==> config.mk <==
export PLATFORM = sky130hd
export DESIGN_NAME = parser_ingress_arbiter
export DESIGN_NICKNAME = d
export VERILOG_FILES = /design/src/rtl/parser_pkg.sv /design/src/rtl/parser_ingress_arbiter_rr_pick.sv /design/src/rtl/parser_ingress_arbiter.sv
export SDC_FILE = /design/constraint.sdc
export NUM_CORES = 1
export LEC_CHECK = 0
export ABC_AREA = 0
export CAP_MARGIN = 10
export CORE_AREA = 8 8 146 148
export CTS_BUF_LIST = sky130_fd_sc_hd__clkbuf_8 sky130_fd_sc_hd__clkbuf_16
export CTS_CLUSTER_DIAMETER = 30
export DETAILED_ROUTE_END_ITERATION = 10
export DIE_AREA = 0 0 154 156
export PLACE_DENSITY = 0.85
export REMOVE_ABC_BUFFERS = 1
export SLEW_MARGIN = 20
export SYNTH_ARGS = -nofsm -noshare
export SYNTH_HDL_FRONTEND = slang
export SYNTH_SLANG_ARGS = --single-unit
==> constraint.sdc <==
create_clock -name aclk -period 3.1 [get_ports aclk]
set_input_delay 0.93 -clock aclk [delete_from_list [all_inputs] [get_ports aclk]]
set_output_delay 0.93 -clock aclk [all_outputs]
set_load 0.02 [all_outputs]
==> src/rtl/parser_pkg.sv <==
// -----------------------------------------------------------------------------
// parser_pkg
// Shared types and helpers for the header-parser front end.
//   arb_state_t       : ingress arbiter FSM state
//   port_w()          : index width for a count, never narrower than one bit
//   ABORT_TDATA_BYTE  : byte pattern replicated across tdata on an abort beat
// -----------------------------------------------------------------------------
package parser_pkg;

    typedef enum logic [1:0] {
        S_IDLE  = 2'd0,
        S_FWD   = 2'd1,
        S_ABORT = 2'd2,
        S_GAP   = 2'd3
    } arb_state_t;

    // Abort beats carry all-zero data; replicated to the bus width by users.
    localparam logic [7:0] ABORT_TDATA_BYTE = 8'h00;

    // max(1, $clog2(n)): a single port still needs a one-bit index.
    function automatic int port_w(input int n);
        return (n > 2) ? $clog2(n) : 1;
    endfunction

endpackage

==> src/rtl/parser_ingress_arbiter_rr_pick.sv <==
// -----------------------------------------------------------------------------
// rr_pick
// Combinational round-robin priority picker. Searches the request vector
// starting one position after last_idx and wrapping modulo N.
// Ports:
//   req        in  N       request vector
//   last_idx   in  IDX_W   index of the most recent grant
//   pick       out N       one-hot winner (zero when nothing requests)
//   pick_idx   out IDX_W   binary index of the winner
//   pick_valid out 1       at least one request present
// -----------------------------------------------------------------------------
module rr_pick #(
    parameter int N     = 4,
    parameter int IDX_W = 2
) (
    input  logic [N-1:0]     req,
    input  logic [IDX_W-1:0] last_idx,
    output logic [N-1:0]     pick,
    output logic [IDX_W-1:0] pick_idx,
    output logic             pick_valid
);

    // Walk from the farthest candidate to the nearest so the closest
    // requester after last_idx is the final (winning) assignment.
    always_comb begin
        pick       = '0;
        pick_idx   = '0;
        pick_valid = 1'b0;
        for (int k = N; k >= 1; k--) begin
            logic [IDX_W-1:0] cand;
            cand = IDX_W'((int'(last_idx) + k) % N);
            if (req[cand]) begin
                pick       = '0;
                pick[cand] = 1'b1;
                pick_idx   = cand;
                pick_valid = 1'b1;
            end
        end
    end

endmodule

==> src/rtl/parser_ingress_arbiter.sv <==
// -----------------------------------------------------------------------------
// parser_ingress_arbiter
// Packet-granular round-robin arbiter sharing one header-parser pipeline
// between N_PORTS AXI-stream ingress ports. A grant is held from the first
// beat through tlast, followed by GAP_CYC idle cycles. A stall watchdog
// replaces a stalled packet's tail with a synthetic abort beat and flushes
// the rest of that packet at the source.
// Ports:
//   aclk, areset             clock, synchronous active-high reset
//   s_axis_tdata/tvalid/tlast per-port ingress (port p at [p*DATA_W +: DATA_W])
//   s_axis_tready            per-port ready
//   m_axis_tdata/tvalid/tlast/tready  stream to the parser
//   m_axis_tid               granted port index
//   m_axis_tuser_abort       high only on the synthetic abort beat
//   grant                    one-hot current grant, zero when none
//   pkt_cnt                  completed packets forwarded (wraps)
//   abort_cnt                watchdog aborts (saturates)
// -----------------------------------------------------------------------------
module parser_ingress_arbiter
    import parser_pkg::*;
#(
    parameter int N_PORTS     = 4,
    parameter int DATA_W      = 64,
    parameter int GAP_CYC     = 1,
    parameter int TIMEOUT_CYC = 64,
    localparam int PORT_W     = port_w(N_PORTS)
) (
    input  logic                      aclk,
    input  logic                      areset,
    input  logic [N_PORTS*DATA_W-1:0] s_axis_tdata,
    input  logic [N_PORTS-1:0]        s_axis_tvalid,
    input  logic [N_PORTS-1:0]        s_axis_tlast,
    output logic [N_PORTS-1:0]        s_axis_tready,
    output logic [DATA_W-1:0]         m_axis_tdata,
    output logic                      m_axis_tvalid,
    output logic                      m_axis_tlast,
    input  logic                      m_axis_tready,
    output logic [PORT_W-1:0]         m_axis_tid,
    output logic                      m_axis_tuser_abort,
    output logic [N_PORTS-1:0]        grant,
    output logic [31:0]               pkt_cnt,
    output logic [15:0]               abort_cnt
);

    localparam int WD_W = port_w(TIMEOUT_CYC + 1);
    localparam arb_state_t POST_PKT_STATE = (GAP_CYC == 0) ? S_IDLE : S_GAP;

    arb_state_t          state_reg, state_next;
    logic [N_PORTS-1:0]  grant_reg, grant_next;
    logic [N_PORTS-1:0]  flush_reg, flush_next;
    logic [PORT_W-1:0]   last_grant_reg, last_grant_next;
    logic [WD_W-1:0]     wd_cnt_reg, wd_cnt_next;
    logic [2:0]          gap_cnt_reg, gap_cnt_next;
    logic [31:0]         pkt_cnt_reg, pkt_cnt_next;
    logic [15:0]         abort_cnt_reg, abort_cnt_next;

    logic [N_PORTS-1:0]  eligible;
    logic [N_PORTS-1:0]  flush_done;
    logic [N_PORTS-1:0]  pick;
    logic [PORT_W-1:0]   pick_idx;
    logic                pick_valid;

    // Granted source, selected by last_grant (which holds the current
    // grant index while in S_FWD / S_ABORT).
    logic                g_tvalid;
    logic                g_tlast;
    logic [DATA_W-1:0]   g_tdata;

    assign g_tvalid = s_axis_tvalid[last_grant_reg];
    assign g_tlast  = s_axis_tlast[last_grant_reg];
    assign g_tdata  = s_axis_tdata[int'(last_grant_reg)*DATA_W +: DATA_W];

    generate
        for (genvar gi = 0; gi < N_PORTS; gi++) begin : g_port
            // Flushing ports sink beats in every state; otherwise only the
            // forwarding port sees the parser's ready.
            assign s_axis_tready[gi] = flush_reg[gi]
                                     | ((state_reg == S_FWD) & grant_reg[gi] & m_axis_tready);
            assign flush_done[gi]    = flush_reg[gi] & s_axis_tvalid[gi] & s_axis_tlast[gi];
            assign eligible[gi]      = s_axis_tvalid[gi] & ~flush_reg[gi];
        end
    endgenerate

    rr_pick #(
        .N     (N_PORTS),
        .IDX_W (PORT_W)
    ) u_pick (
        .req        (eligible),
        .last_idx   (last_grant_reg),
        .pick       (pick),
        .pick_idx   (pick_idx),
        .pick_valid (pick_valid)
    );

    always_comb begin
        state_next      = state_reg;
        grant_next      = grant_reg;
        last_grant_next = last_grant_reg;
        wd_cnt_next     = wd_cnt_reg;
        gap_cnt_next    = gap_cnt_reg;
        pkt_cnt_next    = pkt_cnt_reg;
        abort_cnt_next  = abort_cnt_reg;
        flush_next      = flush_reg & ~flush_done;

        case (state_reg)
            S_IDLE: begin
                if (pick_valid) begin
                    grant_next      = pick;
                    last_grant_next = pick_idx;
                    wd_cnt_next     = '0;
                    state_next      = S_FWD;
                end
            end
            S_FWD: begin
                if (g_tvalid) begin
                    // Any valid cycle restarts the stall count, even when the
                    // parser is backpressuring.
                    wd_cnt_next = '0;
                    if (m_axis_tready && g_tlast) begin
                        pkt_cnt_next = pkt_cnt_reg + 32'd1;
                        grant_next   = '0;
                        gap_cnt_next = '0;
                        state_next   = POST_PKT_STATE;
                    end
                end else if (TIMEOUT_CYC != 0) begin
                    // Abort on the cycle the count would reach TIMEOUT_CYC.
                    if (wd_cnt_reg == WD_W'(TIMEOUT_CYC - 1)) begin
                        wd_cnt_next = '0;
                        state_next  = S_ABORT;
                    end else begin
                        wd_cnt_next = wd_cnt_reg + 1'b1;
                    end
                end
            end
            S_ABORT: begin
                if (m_axis_tready) begin
                    if (abort_cnt_reg != 16'hFFFF) begin
                        abort_cnt_next = abort_cnt_reg + 16'd1;
                    end
                    flush_next[last_grant_reg] = 1'b1;
                    grant_next   = '0;
                    gap_cnt_next = '0;
                    state_next   = POST_PKT_STATE;
                end
            end
            S_GAP: begin
                if (gap_cnt_reg == 3'(GAP_CYC - 1)) begin
                    gap_cnt_next = '0;
                    state_next   = S_IDLE;
                end else begin
                    gap_cnt_next = gap_cnt_reg + 3'd1;
                end
            end
            default: state_next = S_IDLE;
        endcase
    end

    always_ff @(posedge aclk) begin
        if (areset) begin
            state_reg      <= S_IDLE;
            grant_reg      <= '0;
            flush_reg      <= '0;
            last_grant_reg <= PORT_W'(N_PORTS - 1);
            wd_cnt_reg     <= '0;
            gap_cnt_reg    <= '0;
            pkt_cnt_reg    <= '0;
            abort_cnt_reg  <= '0;
        end else begin
            state_reg      <= state_next;
            grant_reg      <= grant_next;
            flush_reg      <= flush_next;
            last_grant_reg <= last_grant_next;
            wd_cnt_reg     <= wd_cnt_next;
            gap_cnt_reg    <= gap_cnt_next;
            pkt_cnt_reg    <= pkt_cnt_next;
            abort_cnt_reg  <= abort_cnt_next;
        end
    end

    // Pass-through mux: no buffering between the granted source and the parser.
    always_comb begin
        m_axis_tdata       = '0;
        m_axis_tvalid      = 1'b0;
        m_axis_tlast       = 1'b0;
        m_axis_tid         = '0;
        m_axis_tuser_abort = 1'b0;
        case (state_reg)
            S_FWD: begin
                m_axis_tdata  = g_tdata;
                m_axis_tvalid = g_tvalid;
                m_axis_tlast  = g_tlast;
                m_axis_tid    = last_grant_reg;
            end
            S_ABORT: begin
                m_axis_tdata       = {(DATA_W/8){ABORT_TDATA_BYTE}};
                m_axis_tvalid      = 1'b1;
                m_axis_tlast       = 1'b1;
                m_axis_tid         = last_grant_reg;
                m_axis_tuser_abort = 1'b1;
            end
            default: ;
        endcase
    end

    assign grant     = grant_reg;
    assign pkt_cnt   = pkt_cnt_reg;
    assign abort_cnt = abort_cnt_reg;

endmodule

==> results of run 1 <==
-- power groups by stage --
stage	Combinational, mW	Clock, mW	Sequential [mW]
4_1_cts	3.73	0.971	1.07
6_report	3.80	0.970	1.07
5_1_grt	4.04	1.03	1.08
2_1_floorplan	2.06	0	1.27
3_5_place_dp	3.96	0	1.09
3_3_place_gp	3.90	0	1.09
-- worst register-to-register path, stage by stage (launching register included) --
cell and delay (ns):
dfxtp_4 0.59, buf_4 0.27, inv_2 0.13, ha_1 0.40, and3b_1 0.23, a2111oi_0 0.42, mux2i_1 0.23, a221oi_1 0.33
o41ai_1 0.13
-- synth_stat cells (all sizes together) (12+ instances only) --
master | instances | area share
a21oi | 32 | 0.027
and2 | 72 | 0.076
buf | 16 | 0.012
clkbuf | 24 | 0.015
dfxtp | 70 | 0.24
ha | 18 | 0.038
inv | 19 | 0.012
mux4 | 68 | 0.26
nand2 | 35 | 0.022
nand3 | 15 | 0.013
nand4 | 21 | 0.022
nor2 | 46 | 0.029
nor2b | 12 | 0.013
o21ai | 32 | 0.027
or3 | 22 | 0.023
xor2 | 13 | 0.019
-- cells by family after synthesis --
group / after synthesis
adders and majority gates: 18
AOI/OAI and AO/OA: 121
buffers and inverters: 59
xor gates and xnor gates: 22
DFF: 70
muxes: 75
and+or+nand+nor: 273
-- metrics by stage --
step	util	area (µm²)	setup slack, ns
4_1_cts	0.541	10300	-0.0533
3_3_place_gp	0.544	10400	-0.552
2_1_floorplan	-	5790	-2.21
6_report	0.548	10400	-0.00954
5_1_grt	0.547	10400	-0.0220
3_5_place_dp	0.544	10400	-0.565
-- final cells by class --
| type | count | area share |
|---|---|---|
| Antenna cell | 10 | 0.00240 |
| Clock buffer | 10 | 0.0229 |
| Clock inverter | 6 | 0.00371 |
| Inverter | 19 | 0.00683 |
| Multi-Input combinational cell | 509 | 0.417 |
| Sequential cell | 70 | 0.135 |
| Tap cell | 238 | 0.0285 |
| Timing Repair Buffer | 433 | 0.384 |
-- worst max-delay path by stage --
| stage | from | to | slack (ns) | depth (start not counted) |
|---|---|---|---|---|
| floorplan | last_grant_reg[0] | pkt_cnt[16] | -2.21 | 5 |
| global placement | s_axis_tdata[45] | m_axis_tdata[45] | -0.55 | 4 |
| detailed placement | s_axis_tvalid[0] | m_axis_tvalid | -0.56 | 5 |
| CTS | s_axis_tvalid[3] | m_axis_tvalid | -0.05 | 5 |
| global route | s_axis_tdata[182] | m_axis_tdata[54] | -0.02 | 4 |
| finish | s_axis_tdata[104] | m_axis_tdata[40] | -0.01 | 4 |
-- per-layer routing --
| metal | GRT usage | up-vias | routed length (µm) |
|---|---|---|---|
| met5 | 0 | - | 199 |
| met4 | 0.0784 | 32 | 973 |
| met3 | 0.135 | 69 | 4760 |
| met2 | 0.417 | 446 | 14800 |
| met1 | 0.346 | 3532 | 13700 |
| li1 | - | 3250 | - |
-- timing repair --
action                     CTS  global route
setup buffers                2             2
setup endpoints to repair   68            21
pin swaps                    2             5
resized for setup          321            37
==> impl_metrics.tcl, run 1 <==
set metrics [dict create \
    status "finished, violations left" \
    violations "negative setup slack" \
    synth-xor-area-share 0.0324 \
    drt-vias-per-instance 5.66 \
    reg2reg_slack_ns 0.24 \
    worst_setup_path_start_kind "primary input" \
    min_from "wd_cnt_reg[6]" \
    yosysUniqueCellTypes 50 \
    slew_violations 0 \
    nets 1327 \
    layout_setup_ws_ns -0.00954 \
    clk-insertion-delay-late_ns 0.34 \
    holdPathEnd "wd_cnt_reg[6]" \
    via_count 7329 \
    clkTransAtPathRegs_ns 0.06 \
    grt_max_degree 45 \
    cp_data_arrival_time_ns 2.18 \
    power_leakage_nw 4.25 \
    synth-main-ff-cell "dfxtp_1" \
    grt_pass1_wl_mm 49.0 \
    seq_area_mm2 0.00141 \
    crit_type "primary input to primary output" \
    setup-violations-final 2 \
    synthAdderAreaFrac 0.0378 \
    cts_root_buf "clkbuf_16" \
    slew_headroom 0.636 \
    drive_gt1_frac 0.209 \
    layout_common_cells "259 x clkdlybuf4s50_1, 68 x mux4_2, 68 x dfxtp_1" \
    crit_path_end_kind "primary output" \
    cts_made_buffers 9 \
    seq_power_share 0.183 \
    largest_reg_flops 32 \
    max_stage_delay_ns 0.47 \
    crit_chain "clkdlybuf4s50_1 -> mux4_2 -> and2_1 -> buf_2" \
    die_area_mm2 0.0240 \
    netlist_area_mm2 0.00595 \
    fin_skew_ns 0.00960 \
    total_power_mw 5.84 \
    post_drt_wl_per_cell_um 26.6 \
    crit_slowest_cell "mux4_2" \
    final_common_cell "clkdlybuf4s50_1" \
    min_period_ns 3.11 \
    fp.dieW_um 154 \
    final_cells 1295 \
    fin_worst_hold_slack_ns 0.458 \
    drt_pass1_iterations 8 \
    synthMuxAreaShare 0.269 \
    io_buffers 391 \
    synth_top_family_by_area "multiplexers" \
    holdPathStages 1 \
    core_area_mm2 0.0191 \
    p_sw_frac 0.411 \
    finalSetupTns_ns -0.0168 \
    finalCritPeriodShare 1.00 \
    gp_congestion 1.05 \
    pin_count 392 \
    synth_edf_count 0 \
    drtAntennaViolNets 0 \
    r2r-start "last_grant_reg[0]" \
    drtIter0Drc 536 \
    initial_core_util 0.312 \
    routed_wirelength_mm 34.5 \
    syn_avg_cell_area_um2 9.33 \
    pwr-share-clk 0.166 \
    worstMarginPinSlew_ns 0.532 \
    p_per_area_mw_per_mm2 559 \
    fillCellCount 1693 \
    power.internal_mw 3.44 \
    path_delay_family "buffers and inverters" \
    syn2layout_area_growth_pct 75.5 \
    clock_path_buffers 2 \
    syn_inst 638 \
    finalHoldViolations 0 \
    synth-compound-area-share 0.131 \
    synth_seq_cells 70 \
    cap_violations 0 \
    placed_cells_incl_taps 1265 \
    grt_use_total 0.277 \
    r2r-end "grant[2]" \
    p_switching_mw 2.40 \
    rr_worst_depth 8 \
    required_ns 2.17 \
    postCtsHoldBufs 0 \
    ir_worst_vdd_uv 355 \
    multi_input_area_mm2 0.00435 \
    die_h_um 156 \
    grt_pass1_vias 7176 \
    dp_hpwl_mm 29.4 \
    ys_seq_area_frac 0.235 \
    crit_fanout 1 \
    rows 51 \
    critical_path_buf_inv_count 2 \
    h-tree-depth 3 \
    grt-ovfl-total 0 \
    power_frac_comb 0.651 \
    synthSimpleGateAreaFrac 0.255 \
    ys_warn_count 0 \
    drc 0 \
    synthArstFlopShare 0 \
    fmax_ghz 0.322 \
    antenna_found_initial 27 \
    tritoncts "built" \
    cts.sinks 70 \
    hp-class "flop to flop" \
]
No activity file was read; power rests on OpenSTA's default activity.
==> run 2: changes to the inputs <==
Settings changed: ABC_AREA 0 to 1, CORE_AREA 8 8 146 148 to not set, CORE_MARGIN set to 8, CORE_UTILIZATION set to 36, DIE_AREA 0 0 154 156 to not set, PLACE_DENSITY 0.85 to 0.9.
==> run 2 against run 1 <==
Synthesized cell count is 91% higher. Power is 21% higher. Sequential share of layout area is 1.0 points lower. Cell area is 8.0% higher. First-iteration DRC count is 20% higher. Global-route usage is 0.48 points lower. Register-to-register slack better by 0.26 ns. Clock skew is 0.0013 ns lower. Worst hold slack better by 0.0090 ns. Maximum frequency is 1.8% higher. Flip-flop and latch count stayed put. The flow now finishes without violations.
==> impl_metrics.tcl, run 2 <==
set metrics [dict create \
    status "finished, final reports clean" \
    cts_made_buffers 9 \
    drtAntennaViolNets 0 \
    initial_core_util 0.365 \
    synth_edf_count 0 \
    final_core_util 0.605 \
    cp_common_cell "nor2_1" \
    yosys-top-cells-count "332 x nor2_1, 214 x nand2_1, 148 x o21ai_0" \
    required_ns 2.17 \
    total_power_mw 7.08 \
    drive_gt1_frac 0.0962 \
    crit_slowest_cell "clkdlybuf4s50_1" \
    drtIter0Drc 644 \
    synth_area_leader_cell "dfxtp_1" \
    synth.most_common_cell "nor2_1" \
    synth_seq_cells 70 \
    antenna_found_initial 9 \
    grt_pass1_vias 9099 \
    clk-insertion-delay-late_ns 0.34 \
    rsz0062_at_grt "false" \
    fin_skew_ns 0.00832 \
    syn_inst 1219 \
    grt_use_total 0.273 \
    syn2layout_area_growth_pct 66.1 \
    layout_common_cells "330 x nor2_1, 315 x clkdlybuf4s50_1, 214 x nand2_1" \
    cap_violations 0 \
    grt_max_degree 55 \
    synth-main-ff-cell "dfxtp_1" \
    slew_headroom 0.453 \
    synthArstFlopShare 0 \
    netlist_area_mm2 0.00680 \
    grt_pass1_wl_mm 51.4 \
    gp_congestion 0.949 \
    ys_warn_count 0 \
    drc 0 \
    tritoncts "built" \
    crit_chain "clkdlybuf4s50_1 -> nor2_1 -> nor2_1 -> o21ai_0 -> a21oi_1 -> dlygate4sd2_1" \
    crit_path_end_kind "primary output" \
    min_period_ns 3.06 \
    h-tree-depth 3 \
    pre_cts_ws_ns -0.579 \
    dp_hpwl_mm 27.3 \
    ir_worst_vdd_uv 314 \
    pin_count 392 \
    routed_wirelength_mm 34.3 \
    cp_data_arrival_time_ns 2.13 \
    rows 50 \
    synth_area_leaders "dfxtp_1 21%, nor2_1 18%, nand2_1 12%" \
    worst_setup_path_start_kind "primary input" \
    fin_area_mm2 0.0113 \
    hp-class "flop to flop" \
    yosys.area.top_type_share 0.206 \
    worstMarginPinSlew_ns 0.819 \
    p_per_area_mw_per_mm2 628 \
    core_area_mm2 0.0186 \
    crit_fanout 1 \
    setup-violations-final 0 \
    grt-ovfl-total 0 \
    slew_violations 0 \
    clkTransAtPathRegs_ns 0.06 \
    max_stage_delay_ns 0.45 \
    clock_path_buffers 2 \
    die_area_mm2 0.0235 \
    via_count 9830 \
    syn_avg_cell_area_um2 5.58 \
    cts.sinks 70 \
    fillCellCount 1665 \
    finalHoldViolations 0 \
    crit_type "primary input to primary output" \
    drt-vias-per-instance 5.35 \
    io_buffers 391 \
    largest_reg_flops 32 \
    fmax_ghz 0.327 \
    power_leakage_nw 4.48 \
    finalSetupTns_ns 0 \
    die_h_um 153 \
    reg2reg_slack_ns 0.50 \
    finalCritPeriodShare 0.986 \
    post_drt_wl_per_cell_um 18.7 \
    yosysUniqueCellTypes 40 \
    ys_seq_area_frac 0.206 \
    final_common_cell "nor2_1" \
    layout_setup_ws_ns 0.0442 \
    fp.dieW_um 153 \
    drt_pass1_iterations 6 \
    nets 1881 \
    cts_root_buf "clkbuf_16" \
    placed_area_mm2 0.0111 \
]
[run 2: cell count changes after synthesis, moves of 49 or more]
cell     before  now
nor2_1       46  332
nand2_1      35  214
o21ai_0      32  148
a21oi_1      32  121
and2_1       72    1
mux4_2       68    0
inv_1        18   67
[run 2: path summary, 6_finish.rpt]
check | startpoint | endpoint | cells after the start
worst max register to register | last_grant_reg[0] | wd_cnt_reg[1] | 11
worst min-delay path | flush_reg[0] | flush_reg[0] | 2
worst max-delay path | s_axis_tdata[56] | m_axis_tdata[56] | 6
worst min register to register | flush_reg[0] | flush_reg[0] | 2
[run 2: stage by stage]
step	instances	hold WS, ns
after CTS	1833	0.468
after global placement	1817	0.450
after floorplan	1151	0.437
after global routing	1835	0.501
final	1838	0.467
after detailed placement	1817	0.457
[run 2: final cells by class]
| type | instances | area [µm²] | area share |
|---|---|---|---|
| clock buffers | 10 | 239 | 0.0212 |
| inverters | 73 | 278 | 0.0246 |
| well taps | 234 | 293 | 0.0259 |
| repair buffers | 434 | 4160 | 0.368 |
| diodes | 3 | 7.51 | 0.000665 |
| multi-input cells | 1008 | 4840 | 0.428 |
| clock inverters | 6 | 68.8 | 0.00610 |
| flip-flops and latches | 70 | 1410 | 0.125 |
[run 2: logic make-up after synthesis]
logic type,count (synthesis),share of synthesized area
fa+ha+maj,18,0.0331
flops,70,0.206
simple gates,686,0.434
xor+xnor,22,0.0283
compound gates,282,0.211
buf+inv,141,0.0869
[run 2: routing by layer]
layer  vias to the layer above  track usage  part of all wire
met5                         -            0            0.0019
met4                        10       0.0784             0.032
met3                        86       0.0992              0.12
met2                       547        0.431              0.44
met1                      4463        0.341              0.41
li1                       4724            -                 -
[run 2: critical path: cells and delay by family]
kind / cells / cell delay, ns
buffers and inverters: 2 / 0.81
and+or+nand+nor: 2 / 0.14
AOI/OAI and AO/OA: 2 / 0.24
[run 2: where the power goes]
part,leakage (nW),switching (mW),internal [mW]
Sequential,0.566,0.0968,0.973
Combinational,3.76,3.06,1.88
Clock,0.149,0.422,0.649
[run 2: repair_timing]
item | 4_1_cts | 5_1_grt
endpoints found under the hold margin | 0 | 0
pin swaps | 1 | 7
hold buffers | 0 | 0
endpoints found under the setup margin | 68 | 51
setup buffers | 0 | 1
cloned | 0 | 1
resized for setup | 109 | 83
==> run 3: changes to the inputs <==
Settings changed: CAP_MARGIN 10 to 25, CORE_UTILIZATION 36 to 34, PLACE_DENSITY 0.9 to 0.88, SYNTH_HIERARCHICAL set to 1.
==> run 3 against run 2 <==
Critical path type unchanged. Maximum frequency decreased by 0.53%. Global-route usage rose by 1.8 points. Wire length rose by 1.7%. Synthesized area down 7.2%. Register-to-register slack better by 0.08 ns. Largest cell class is now buffers. Sequential share of layout area rose by 0.24 points. Count of clock-buffer cells in the layout fell by 1. Highest routed layer unchanged. Combinational power fell by 4.3%.
==> impl_metrics.tcl, run 3 <==
set metrics [dict create \
    status "finished, final reports clean" \
    fillCellCount 1664 \
    slew_headroom 0.668 \
    crit_slowest_cell "clkdlybuf4s50_1" \
    seq_area_mm2 0.00140 \
    cts_root_buf "clkbuf_16" \
    fin_worst_hold_slack_ns 0.453 \
    setup-violations-final 0 \
    seq_power_share 0.152 \
    largest_reg_flops 32 \
    met2_length_mm 16.5 \
    worst_setup_path_start_kind "primary input" \
    ys_warn_count 6 \
    nets 1769 \
    synthArstFlopShare 0 \
    postCtsHoldBufs 0 \
    max_stage_delay_ns 0.46 \
    antenna_found_initial 7 \
    synth_area_leader_cell "nand2_1" \
    clkTransAtPathRegs_ns 0.06 \
    tritoncts "built" \
    synth_area_leaders "nand2_1 24%, dfxtp_1 22%, a22oi_1 7.6%" \
    reg2reg_slack_ns 0.58 \
    cts_made_buffers 9 \
    netlist_area_mm2 0.00630 \
    crit_type "primary input to primary output" \
    post_drt_wl_per_cell_um 20.2 \
    grt_pass1_vias 8855 \
    top_layer "met5" \
    drtAntennaViolNets 0 \
    worstMarginPinSlew_ns 0.495 \
    path_delay_family "buffers and inverters" \
    synth-main-ff-cell "dfxtp_1" \
    finalCritPeriodShare 0.991 \
    min_period_ns 3.07 \
    core_area_mm2 0.0185 \
    required_ns 2.17 \
    cts.sinks 70 \
    p_sw_frac 0.492 \
    slew_violations 0 \
    ir_worst_vdd_uv 340 \
    layout_common_cells "409 x nand2_1, 320 x clkdlybuf4s50_1, 119 x nor2_1" \
    pin_count 392 \
    drc 0 \
    power.internal_mw 3.47 \
    fp.dieW_um 152 \
    finalHoldViolations 0 \
    h-tree-depth 3 \
    clock_path_buffers 2 \
    dp_hpwl_mm 28.9 \
    drt-vias-per-instance 5.28 \
    power_frac_comb 0.694 \
    p_per_area_mw_per_mm2 618 \
    critical_path_buf_inv_count 3 \
    cp_data_arrival_time_ns 2.14 \
    placed_cells_incl_taps 1709 \
    fin_skew_ns 0.00853 \
    grt-ovfl-total 0 \
    grt_use_total 0.290 \
    rows 50 \
    routed_wirelength_mm 34.9 \
    drtIter0Drc 698 \
    crit_chain "clkdlybuf4s50_1 -> a22oi_1 -> buf_4 -> a31oi_1 -> clkdlybuf4s15_1" \
    die_h_um 152 \
    wl_met1_mm 13.8 \
    clk-insertion-delay-late_ns 0.34 \
    grt_max_degree 42 \
    crit_fanout 1 \
    final_common_cell "nand2_1" \
    syn2layout_area_growth_pct 74.9 \
    via_count 9116 \
    synth.most_common_cell "nand2_1" \
    drt_pass1_iterations 5 \
    met3_length_mm 3.85 \
    initial_core_util 0.342 \
    p_switching_mw 3.35 \
    gp_congestion 0.963 \
    multi_input_area_mm2 0.00436 \
    drive_gt1_frac 0.0999 \
    crit_path_end_kind "primary output" \
    io_buffers 391 \
    yosysUniqueCellTypes 37 \
    hp-class "flop to flop" \
    cap_violations 0 \
    final_cells 1726 \
    yosys.area.top_type_share 0.244 \
    pwr-share-clk 0.154 \
    die_area_mm2 0.0232 \
    fmax_ghz 0.326 \
    rsz0062_at_grt "true" \
    power_leakage_nw 4.47 \
    grt_pass1_wl_mm 52.9 \
    ys_seq_area_frac 0.222 \
    synth_seq_cells 70 \
    syn_avg_cell_area_um2 5.84 \
    synth_edf_count 0 \
    yosys-top-cells-count "409 x nand2_1, 121 x nor2_1, 77 x inv_1" \
    syn_inst 1080 \
]
-- run 3: power groups by stage --
stage / clock [mW] / sequential [mW] / combinational [mW]
after CTS: 1.07 / 1.03 / 4.67
final: 1.05 / 1.04 / 4.73
after detailed placement: 0 / 1.05 / 4.78
after global routing: 1.12 / 1.05 / 5.12
after floorplan: 0 / 1.09 / 2.36
after global placement: 0 / 1.05 / 4.74
-- run 3: final timing paths --
kind | startpoint | to | cells after the start
setup / recovery | s_axis_tdata[1] | m_axis_tdata[1] | 5
hold / removal | wd_cnt_reg[4] | wd_cnt_reg[4] | 2
setup reg to reg | last_grant_reg[1] | wd_cnt_reg[0] | 15
hold reg to reg | wd_cnt_reg[4] | wd_cnt_reg[4] | 2
-- run 3: timing repair --
item                                    CTS  global route
setup buffers                             0             0
resized for setup                        61            23
endpoints found under the setup margin   49            14
gates cloned                              0             0
-- run 3: area by class of cell --
cell class	count	share of cell area
repair buffers	450	0.396
well taps	234	0.0265
diodes	1	0.000227
flip-flops and latches	70	0.127
clock buffers	9	0.0204
clock inverters	7	0.00726
inverters	80	0.0272
multi-input cells	875	0.395
-- run 3: worst reg2reg max path: cells and delay by family (launching register included) --
family                   cells  cell delay, ns
AND/OR/NAND/NOR              9            0.92
flip-flops                   1            0.36
AO/OA/AOI/OAI                1            0.08
buffers and inverters        4            0.68
adder cells (fa/ha/maj)      1            0.40
-- run 3: through the flow --
stage | total power [mW] | util | cell area, µm² | setup TNS, ns | setup WS (ns)
5_1_grt | 7.28 | 0.598 | 11000 | -0.000444 | -0.000444
4_1_cts | 6.78 | 0.597 | 11000 | 0 | 0.00617
3_5_place_dp | 5.83 | 0.584 | 10800 | -7.68 | -0.378
6_report | 6.82 | 0.598 | 11000 | 0 | 0.0279
3_3_place_gp | 5.79 | 0.584 | 10800 | -7.71 | -0.384
2_1_floorplan | 3.46 | - | 6010 | -86.54 | -1.15
-- run 3: cell families (layout without fill, tap and decap cells) --
logic type	after synthesis	in the layout	synth area share
compound gates	202	202	0.203
xor+xnor	19	19	0.0264
fa+ha+maj	16	16	0.0318
buf+inv	135	546	0.0937
flops	70	70	0.222
other cells	0	1	0
simple gates	638	638	0.423
-- run 3: routing by layer --
metal  up-vias  track usage
met5         -            0
met4        12       0.0643
met3        59        0.115
met2       401        0.489
met1      4262        0.341
li1       4382            -
